## config.mk

```make
export PLATFORM = sky130hd
export DESIGN_NAME = register_dump_reader
export DESIGN_NICKNAME = d
export VERILOG_FILES = /design/src/rtl/register_dump_reader.sv
export SDC_FILE = /design/constraint.sdc
export NUM_CORES = 1
export LEC_CHECK = 0
export BUFFER_PORTS_ARGS = -buffer_cell sky130_fd_sc_hd__buf_2
export CAP_MARGIN = 40
export CORE_ASPECT_RATIO = 0.6
export CORE_MARGIN = 2
export CORE_UTILIZATION = 30
export DETAILED_ROUTE_END_ITERATION = 8
export PLACE_DENSITY = 0.48
export RECOVER_POWER = 100
export SYNTH_ARGS = -nofsm -noshare
export SYNTH_HDL_FRONTEND = slang
export SYNTH_SLANG_ARGS = --single-unit
```

## constraint.sdc

```tcl
create_clock -name clk -period 4.78 [get_ports clk]
set_input_delay 0.956 -clock clk [delete_from_list [all_inputs] [get_ports clk]]
set_output_delay 0.956 -clock clk [all_outputs]
set_load 0.02 [all_outputs]
```

## src/rtl/register_dump_reader.sv

```systemverilog
// rtl/register_dump_reader.sv - sequential register-file dump engine with XOR checksum
module register_dump_reader #(
    parameter int unsigned FIRST_REG = 0,
    parameter int unsigned LAST_REG  = 31
) (
    input  logic        clk,
    input  logic        reset,
    input  logic        Start_i,
    output logic [4:0]  Read_Register_o,
    input  logic [31:0] Read_Data_i,
    output logic [31:0] Dump_Data_o,
    output logic [4:0]  Dump_Index_o,
    output logic        Dump_Valid_o,
    input  logic        Dump_Ready_i,
    output logic [31:0] Checksum_o,
    output logic        Busy_o,
    output logic        Done_o
);

    localparam logic [4:0] FIRST_IDX = 5'(FIRST_REG);
    localparam logic [4:0] LAST_IDX  = 5'(LAST_REG);

    typedef enum logic [1:0] {
        IDLE = 2'd0,
        READ = 2'd1,
        SEND = 2'd2,
        DONE = 2'd3
    } state_t;

    state_t     state;
    state_t     state_next;
    logic [4:0] idx;

    always_ff @(posedge clk or negedge reset) begin
        if (!reset) begin
            state <= IDLE;
        end else begin
            state <= state_next;
        end
    end

    always_comb begin
        state_next = state;
        case (state)
            IDLE: if (Start_i) state_next = READ;
            READ: state_next = SEND;
            SEND: begin
                if (Dump_Ready_i) begin
                    state_next = (idx == LAST_IDX) ? DONE : READ;
                end
            end
            DONE: state_next = IDLE;
            default: state_next = IDLE;
        endcase
    end

    always_comb begin
        Busy_o       = (state != IDLE);
        Done_o       = (state == DONE);
        Dump_Valid_o = (state == SEND);
    end

    assign Read_Register_o = idx;

    // End-of-range is tested before the increment so LAST_REG=31 never wraps idx.
    always_ff @(posedge clk or negedge reset) begin
        if (!reset) begin
            idx          <= FIRST_IDX;
            Dump_Data_o  <= '0;
            Dump_Index_o <= '0;
            Checksum_o   <= '0;
        end else begin
            case (state)
                IDLE: begin
                    if (Start_i) begin
                        idx        <= FIRST_IDX;
                        Checksum_o <= '0;
                    end
                end
                READ: begin
                    Dump_Data_o  <= Read_Data_i;
                    Dump_Index_o <= idx;
                end
                SEND: begin
                    if (Dump_Ready_i) begin
                        Checksum_o <= Checksum_o ^ Dump_Data_o;
                        if (idx != LAST_IDX) begin
                            idx <= idx + 5'd1;
                        end
                    end
                end
                default: ;
            endcase
        end
    end

endmodule
```

==> implementation parameters <==
Parameter                              Value

Floorplan
  Effective utilization at floorplan    0.3093
  Vertical extent of the die    85.10 µm
  Area of the die    ~0.012 mm²
  I/O pin count    between 100 and 150
  Placement Rows    29
  Floorplan core area    roughly 0.011 mm²
  Horizontal die dimension    roughly 140 µm

Final layout
  Layout Area Growth over Synthesis    28.65%
  Commonest non-fill, non-tap cells in the layout    80 x sky130_fd_sc_hd__clkbuf_1, 76 x sky130_fd_sc_hd__dfrtp_1, 38 x sky130_fd_sc_hd__mux2_2
  Share of post-route cells with drive strength above 1    0.2589
  Layout Nets    400
  Number of inserted diodes    0
  Most common cell after layout, fill and taps aside    sky130_fd_sc_hd__clkbuf_1

Routing
  Residual antenna-violating net count after detailed routing    0
  Post-Route WL    8129 µm
  Average vias per placed instance    roughly 4.6
  Total vias in the final route    between 2000 and 2500
  Number of remaining DRC errors    0
  Detailed-router iteration count before antenna repair    4
  Number of DRC markers after the initial detailed-route iteration    59
  Routed wirelength normalized by instance count    16.07 µm

GRT
  Maximum number of pins on one net before global-route repair    62
  Grt ovf    0
  Total GRT Usage    0.1443
  Number of antenna violations at the first check in global routing    0
  Via count of the first global-routing pass    2317
  First-pass GRT wire length    roughly 13000 µm

Setup path
  Startpoint type of the worst setup path    flip-flop
  Worst path required time    3820 ps
  Cells along the critical path    clkbuf_1 > or2_2 > clkbuf_1
  CP Class    flip-flop to primary output
  Endpoint arrival time on the critical path    2360 ps
  CP peak stage delay    830 ps
  Slowest stage cell, crit path    sky130_fd_sc_hd__dfrtp_1
  Critical path endpoint category    primary output
  Crit path top cell by count    sky130_fd_sc_hd__clkbuf_1
  Largest fanout on the critical path    22

STA
  Final setup skew    5.137 ps
  Fin Setup TNS    0 ps
  Final Slew Violations    20
  Unrepaired setup endpoints after global routing    no
  Transition at the pin with the smallest max-transition slack    2018 ps
  Post-layout min period    3313 ps
  Total of endpoints with negative setup slack in the final report    0
  Maximum clock rate    301.8 MHz
  Max transition margin    -0.3480
  Final hold viol count    0
  Final worst-path cycle share    0.6931

Place
  IO Port Bufs    around 110
  Gp weighted congestion    0.6838
  Dpl hpwl    5523 µm

Pwr
  VDD IR max    roughly 0.33 mV
  Overall power consumption    between 3 and 4 mW
  Power per cell area    778.0 mW/mm²
  Leakage power of the design    1.880 nW

Synthesis
  Top cell type's share of synthesized area    0.5784
  Distinct cells, synth    24
  Net count after synthesis    290
  Commonest register cell after synthesis    sky130_fd_sc_hd__dfrtp_1
  Synthesis Warnings    0
  Library cell with the largest summed area after synthesis    sky130_fd_sc_hd__dfrtp_1
  Ranking of synthesized cells by area    sky130_fd_sc_hd__dfrtp_1 58%, sky130_fd_sc_hd__mux2_2 13%, sky130_fd_sc_hd__nand4b_1 8.5%
  Mapped Avg Cell Area    between 10 and 15 µm²
  Share of the yosys chip area belonging to registers    0.5784
  Synthesized instance count    252
  Register bit count reported by yosys    76
  Proportion of register bits with asynchronous set or reset after synthesis    1.000
  Number of enable-type register cells in the synthesized netlist    0
  Mapped Area    0.003288 mm²

CTS
  Insertion delay to the later sink of the worst-skew pair    330 ps
  Clock-pin slew on the worst setup and hold paths    60 ps
  TritonCTS Buffers    9
  # Post-CTS Setup Buffers    0
  Clock Sinks    76
  Hold Buf Count CTS    0
  Clock tree from TritonCTS    built
  Cell at the root of the clock tree    sky130_fd_sc_hd__clkbuf_16
  CTS max path bufs    2
  Resized Gates After CTS    0
  Total number of H-tree levels    3

Status
  Status    finished with violations
  Violated checks    capacitance limit, slew limit

Min path
  Hold Path Class    flip-flop to flip-flop

Job
  Max-cap violations    1
## cells by family after synthesis
family,share of synthesized area
flip-flops,0.5784
multiplexers,0.1362
AND/OR/NAND/NOR,0.1488
AO/OA/AOI/OAI,0.01370
buffers and inverters,0.03006
adder cells (fa/ha/maj),0.007609
XOR/XNOR,0.08524
## cell usage after synthesis (all sizes together) (2+ instances only)
cell type	number
dfrtp	76
mux2	38
nor2	34
nand4b	32
xor2	32
buf	15
clkbuf	4
nand2b	3
a22o	2
ha	2
mux2i	2
## worst paths after layout
check                           startpoint               to  slack, ps  cells after the start
setup / recovery                  state[1]           Busy_o       1470                      3
hold / removal             Dump_Index_o[0]  Dump_Index_o[0]        510                      1
setup reg to reg                  state[0]   Dump_Data_o[2]       1570                      4
hold reg to reg            Dump_Index_o[0]  Dump_Index_o[0]        510                      1
max in group asynchronous            reset   Checksum_o[25]       3210                      2
min in group asynchronous            reset  Dump_Data_o[15]        760                      1
## flip-flops by register name, indices dropped and copies added, names as in the netlist
register	count
Checksum_o	32
Dump_Data_o	32
Dump_Index_o	5
Read_Register_o	5
state	2
## per-layer routing
layer,vias to the layer above,global-route usage,share of wire
li1,1101,-,-
met1,1132,0.2139,0.52
met2,84,0.1890,0.38
met3,10,0.06038,0.083
met4,0,0.04408,0.012
met5,-,0,0
## metrics by stage
step	util	setup WS, ps	hold WS, ps	instances	instance area [µm²]
after floorplan	-	2792	609.5	252	3288
after global placement	0.3725	2275	486.3	487	3960
after detailed placement	0.3791	2282	498.7	490	4030
after CTS	0.4107	1916	482.2	506	4367
after global routing	0.3979	1278	521.4	506	4230
final	0.3979	1467	506.7	506	4230
## power breakdown
part	total (mW)	internal (mW)	switching (mW)
Sequential	1.24	0.949	0.293
Combinational	1.30	0.487	0.811
Clock	0.752	0.498	0.254
## final cells by class
type	instances	area, µm²
flip-flops and latches	76	1902
clock inverters	4	70.07
inverters	1	3.754
well taps	139	173.9
repair buffers	118	538.0
multi-input cells	156	1276
clock buffers	12	266.5
fillers	1083	6401
## critical path: cells and delay by family, from the launching register on
family	cells	cell delay, ps
buf+inv	2	960
flops	1	830
simple gates	1	240
(Power assumes the default switching activity.)
